[src/rtl/conv_output_stage.sv]
// Convolution output stage: bias add, round-half-up requantization, optional ReLU,
// saturation, and an output FIFO with stall/overflow/saturation reporting.
module conv_output_stage #(
  parameter int IN_W       = 28,
  parameter int OUT_W      = 14,
  parameter int FRAC_SHIFT = 7,
  parameter int FIFO_DEPTH = 4
) (
  input  logic                    clk,
  input  logic                    reset,
  input  logic                    clear,
  input  logic                    in_valid,
  input  logic signed [IN_W-1:0]  in_sum,
  input  logic signed [OUT_W-1:0] bias,
  input  logic                    relu_en,
  input  logic                    out_ready,
  output logic                    out_valid,
  output logic signed [OUT_W-1:0] out_data,
  output logic                    stall,
  output logic                    overflow,
  output logic [7:0]              sat_count
);

  localparam int PW = $clog2(FIFO_DEPTH);
  localparam int CW = PW + 1;

  localparam logic signed [IN_W:0] A_MAX = {2'b00, {(IN_W-1){1'b1}}};
  localparam logic signed [IN_W:0] A_MIN = {2'b11, {(IN_W-1){1'b0}}};
  localparam logic signed [IN_W:0] B_MAX = {{(IN_W-OUT_W+2){1'b0}}, {(OUT_W-1){1'b1}}};
  localparam logic signed [IN_W:0] B_MIN = {{(IN_W-OUT_W+2){1'b1}}, {(OUT_W-1){1'b0}}};
  localparam logic signed [IN_W:0] ROUND = (IN_W+1)'(1) << (FRAC_SHIFT - 1);

  // Pipeline registers
  logic                    va_q, vb_q;
  logic signed [IN_W-1:0]  sa_q;
  logic                    relu_a_q, sat_a_q;
  logic signed [OUT_W-1:0] rb_q;
  logic                    sat_b_q;

  // FIFO state
  logic [OUT_W-1:0] mem_q [FIFO_DEPTH];
  logic [PW-1:0]    wr_ptr_q, rd_ptr_q;
  logic [CW-1:0]    count_q;
  logic             overflow_q;
  logic [7:0]       sat_count_q;

  // Stage A / B next-state
  logic signed [IN_W:0]    aligned, sum_a, rnd, shifted;
  logic signed [IN_W-1:0]  sa_d;
  logic                    sat_a_d, sat_b_d;
  logic signed [OUT_W-1:0] rb_d;

  // NOTE: every always_comb output gets a default first so no path leaves it unassigned (no latch).
  always_comb begin
    aligned = {{(IN_W+1-OUT_W){bias[OUT_W-1]}}, bias};
    aligned = aligned <<< FRAC_SHIFT;
    sum_a   = {in_sum[IN_W-1], in_sum} + aligned;
    sat_a_d = 1'b0;
    sa_d    = sum_a[IN_W-1:0];
    if (sum_a > A_MAX) begin
      sa_d    = A_MAX[IN_W-1:0];
      sat_a_d = 1'b1;
    end else if (sum_a < A_MIN) begin
      sa_d    = A_MIN[IN_W-1:0];
      sat_a_d = 1'b1;
    end

    // One guard bit above IN_W keeps the rounding add from wrapping.
    rnd     = {sa_q[IN_W-1], sa_q} + ROUND;
    shifted = rnd >>> FRAC_SHIFT;
    if (relu_a_q && shifted < 0) shifted = '0;
    sat_b_d = 1'b0;
    rb_d    = shifted[OUT_W-1:0];
    if (shifted > B_MAX) begin
      rb_d    = B_MAX[OUT_W-1:0];
      sat_b_d = 1'b1;
    end else if (shifted < B_MIN) begin
      rb_d    = B_MIN[OUT_W-1:0];
      sat_b_d = 1'b1;
    end
  end

  logic full, pop, push_ok, drop;
  logic [CW:0] occupancy;

  assign out_valid = (count_q != '0);
  assign full      = (count_q == CW'(FIFO_DEPTH));
  assign pop       = out_valid && out_ready;
  assign push_ok   = vb_q && (!full || pop);
  assign drop      = vb_q && full && !pop;
  assign occupancy = (CW+1)'(count_q) + (CW+1)'(va_q) + (CW+1)'(vb_q);
  assign stall     = (occupancy >= (CW+1)'(FIFO_DEPTH - 1));
  assign out_data  = out_valid ? mem_q[rd_ptr_q] : '0;
  assign overflow  = overflow_q;
  assign sat_count = sat_count_q;

  // NOTE: sequential state uses non-blocking assignments so all registers update from pre-edge values.
  always_ff @(posedge clk) begin
    if (reset) begin
      va_q        <= 1'b0;
      vb_q        <= 1'b0;
      sa_q        <= '0;
      relu_a_q    <= 1'b0;
      sat_a_q     <= 1'b0;
      rb_q        <= '0;
      sat_b_q     <= 1'b0;
      wr_ptr_q    <= '0;
      rd_ptr_q    <= '0;
      count_q     <= '0;
      overflow_q  <= 1'b0;
      sat_count_q <= '0;
    end else begin
      va_q     <= in_valid && !clear;
      sa_q     <= sa_d;
      relu_a_q <= relu_en;
      sat_a_q  <= sat_a_d;
      vb_q     <= va_q && !clear;
      rb_q     <= rb_d;
      sat_b_q  <= sat_a_q | sat_b_d;
      if (clear) begin
        wr_ptr_q <= '0;
        rd_ptr_q <= '0;
        count_q  <= '0;
      end else begin
        if (push_ok) wr_ptr_q <= wr_ptr_q + PW'(1);
        if (pop)     rd_ptr_q <= rd_ptr_q + PW'(1);
        if (push_ok && !pop)      count_q <= count_q + CW'(1);
        else if (!push_ok && pop) count_q <= count_q - CW'(1);
        if (drop) overflow_q <= 1'b1;
        if (vb_q && sat_b_q && sat_count_q != 8'hFF) sat_count_q <= sat_count_q + 8'd1;
      end
    end
  end

  // NOTE: FIFO storage is not reset; out_data is gated by out_valid so stale entries never escape.
  always_ff @(posedge clk) begin
    if (!reset && !clear && push_ok) mem_q[wr_ptr_q] <= rb_q;
  end

endmodule
[config.mk]
export PLATFORM = sky130hd
export DESIGN_NAME = conv_output_stage
export DESIGN_NICKNAME = d
export VERILOG_FILES = /design/src/rtl/conv_output_stage.sv
export SDC_FILE = /design/constraint.sdc
export NUM_CORES = 1
export LEC_CHECK = 0
export CORE_UTILIZATION = 38
export CTS_CLUSTER_SIZE = 16
export DETAILED_ROUTE_END_ITERATION = 7
export HOLD_SLACK_MARGIN = 0.06
export SETUP_SLACK_MARGIN = 0.15
export SLEW_MARGIN = 20
export SYNTH_ARGS = -nofsm -noshare
export SYNTH_HDL_FRONTEND = slang
export SYNTH_SLANG_ARGS = --single-unit
[constraint.sdc]
create_clock -name clk -period 3.84 [get_ports clk]
set_input_delay 0.576 -clock clk [delete_from_list [all_inputs] [get_ports clk]]
set_output_delay 0.576 -clock clk [all_outputs]
set_load 0.02 [all_outputs]
==> flow_summary.toml <==
[grt]
antenna_found_initial = 0
busiest_layer = "met2"
grt_use_met2 = 0.262
use_met3 = 0.0295
overflow = 0
grt_max_degree = 30
grt_pass1_vias = 3970
grt_use_met1 = 0.175
grt_pass1_wl_mm = 18.8
track_usage = 0.149

[sta]
tightest_slew_ns = 0.799
grt_setup_unrepaired = "false"
fin_worst_skew_ns = 0.0120
hold_viol_final = 0
slew_headroom = 0.468
period_minus_slack_ns = 3.33
fin_crit_sh = 0.867
max_freq_mhz = 300
slew_violations = 0
finalSetupViolCount = 0
tns_ns = 0

[clock_network]
clk_pin_slew_worst_paths_ns = 0.05
cts.sinks = 115
root_buffer = "clkbuf_16"
postCtsSetupBuffers = 0
cts_tree = "yes"
max-clock-path-buffers = 2
cts_buffers = 17
cts_resized = 0
hold_buffers = 0
htreeDepth = 4
clock_latency_ns = 0.40

[yosys]
synthArstFlopShare = 0
synth_top_family_by_area = "compound AO/OA/AOI/OAI gates"
ys_seq_elements = 115
yosysWarnings = 0
synth-simple-area-share = 0.135
synthFlopType = "dfxtp_1"
synth_mux_area_frac = 0.0585
synthesis.nets = 599
ys_types = 59
synth_top_cell_area_share = 0.285
syn_area_sq_um = 5900
ys_top_cells_by_area = "edfxtp_1 28%, dfxtp_1 20%, ha_1 6.1%"
ys_seq_area_frac = 0.485
synth_fa_ha_area_frac = 0.0716
synth-xor-area-share = 0.0608
synth_cells = 519
synth-edff-count = 56
synth_top_area_cell = "edfxtp_1"
synth-compound-area-share = 0.160
postSynthAreaPerCell_sq_um = 11.4

[min_path]
hp-class = "flop to flop"

[setup_path]
crit_slowest_cell = "or4_1"
cp.required_ns = 4.18
crit_arrival_ns = 3.67
max_stage_delay_ns = 0.52
critPathKind = "primary input to flop"
crit_path_start_kind = "primary input"
crit_path_cell_trace = "clkdlybuf4s50_1 > ha_1 > inv_1 > fa_1 > nor2b_1 > o2111ai_1 > a211oi_2 > nor4_1 > or4_1 > a211oi_2 > buf_12 > a21o_1"
crit_path_end_kind = "flop"
crit_fanout = 21
timing.critical_path.mode_cell = "a211oi_2"

[power]
intPower_mw = 2.57
seqPwrFrac = 0.438
max-vdd-ir-drop_mv = 0.290
p_clk_frac = 0.419
power_leakage_nw = 2.76
p_comb_frac = 0.143
switching_share = 0.238
p_per_area_nw_per_um2 = 462
p_sw_mw = 0.804

[drt]
routedWlPerCell_microns = 14.1
drt_iter0_drc = 206
ant_nets = 0
routed_wl_mm = 11.1
via_per_inst = 5.16
vias = 4074
drc_errors = 0
dr.pass1.iters = 4

[layout]
area_delta_synth_final_pct = 23.7
layout_commonest_cell = "clkdlybuf4s50_1"
final_cell_mix = "66 x clkdlybuf4s50_1, 59 x dfxtp_1, 56 x edfxtp_1, 39 x nor2_1, 29 x ha_1"
layout.nets = 670
design_area_sq_um = 7300
n_antenna_cell = 0
layout-drive-gt1-share = 0.101

[flow_run]
drv_cap = 0

[floorplanning]
rows = 45
die_x_microns = 127
dieArea_sq_um = 16000
fp.coreArea_sq_um = 15200
die_y_microns = 127
start_util = 0.388
num_io_pins = 73

[placed_design]
port_buffers = 66
gp_congestion = 0.845
place.detailed.hpwl_mm = 8.24
dpl_cell_area_sq_um = 6770

[status]
status = "completed"
## critical path: cells and delay by family
family / cells / cell delay, ns
AND/OR/NAND/NOR: 3 / 0.83
buffers and inverters: 3 / 0.72
AO/OA/AOI/OAI: 4 / 0.93
adder cells (fa/ha/maj): 2 / 0.61
## cells in the mapped netlist, types with 3 or more instances
cell type / n
buf_6: 3
or2_2: 3
a211oi_1: 3
nand2b_1: 6
xor2_1: 14
nor2_1: 39
dfxtp_1: 59
o211ai_1: 5
o21bai_1: 3
ha_1: 29
nand2_1: 22
mux2i_1: 3
or3_1: 7
fa_1: 3
edfxtp_1: 56
o2111ai_1: 3
o31ai_2: 10
inv_1: 16
o21a_1: 4
and2_1: 18
o31ai_1: 3
and3_1: 7
o21ai_0: 18
mux4_2: 14
or4_1: 3
nor4_1: 3
nor2b_1: 6
xnor2_1: 27
a211o_1: 5
clkbuf_1: 10
nand4_1: 7
a21oi_1: 23
a31oi_1: 3
a21o_1: 28
buf_2: 6
nor3_1: 6
nand3_1: 16
## power groups by stage
stage	logic [mW]	registers [mW]	clock network, mW
floorplan	0.353	1.47	0
global placement	0.471	1.49	0
detailed placement	0.481	1.50	0
CTS	0.485	1.48	1.45
global route	0.536	1.49	1.50
finish	0.481	1.48	1.41
## registers in the layout (all words and copies together) (netlist names), named ones only
| register | flops |
|---|---|
| overflow | 1 |
| sat_b_q | 1 |
| sat_count | 8 |
| va_q | 1 |
| mem_q | 56 |
| vb_q | 1 |
| rd_ptr_q | 2 |
| wr_ptr_q | 2 |
| relu_a_q | 1 |
| sat_a_q | 1 |
| sa_q | 22 |
| count_q | 3 |
| rb_q | 14 |
## path summary, 6_finish.rpt
path              from  slack (ns)           to  depth (start not counted)
max          in_sum[7]        0.51     sa_q[11]                         12
min            rb_q[7]        0.47  mem_q[1][7]                          0
max reg2reg    sa_q[6]        0.88      rb_q[2]                          8
min reg2reg    rb_q[7]        0.47  mem_q[1][7]                          0
## layer usage
| layer | up-vias | part of all wire |
|---|---|---|
| met3 | 13 | 0.029 |
| met5 | - | 0 |
| met4 | 0 | 0.013 |
| met2 | 80 | 0.50 |
| met1 | 1901 | 0.46 |
| li1 | 2080 | - |
## cells by family (layout without fill, tap and decap cells)
family,count (synthesis),count (layout)
AND/OR/NAND/NOR,151,151
flip-flops,115,115
XOR/XNOR,41,41
AO/OA/AOI/OAI,126,126
adder cells (fa/ha/maj),32,32
multiplexers,17,17
buffers and inverters,37,120
## metrics by stage
| step | hold slack [ns] | util | instances | power, mW | worst slack, ns |
|---|---|---|---|---|---|
| 2_1_floorplan | 0.425 | - | 519 | 1.83 | 0.852 |
| 3_5_place_dp | 0.460 | 0.445 | 759 | 1.98 | 0.0791 |
| 4_1_cts | 0.475 | 0.480 | 790 | 3.41 | 0.486 |
| 5_1_grt | 0.491 | 0.480 | 790 | 3.53 | 0.250 |
| 6_report | 0.471 | 0.480 | 790 | 3.37 | 0.510 |
| 3_3_place_gp | 0.448 | 0.445 | 759 | 1.96 | 0.135 |
## cell type report
type / count / area (sq um)
timing repair buffer: 73 / 738
clock buffer: 22 / 444
clock inverter: 9 / 88.8
tap: 188 / 235
sequential: 115 / 2860
inverter: 16 / 60.1
multi-input combinational: 367 / 2870
fill: 1408 / 7900
Power figures use the tool's default switching activity.
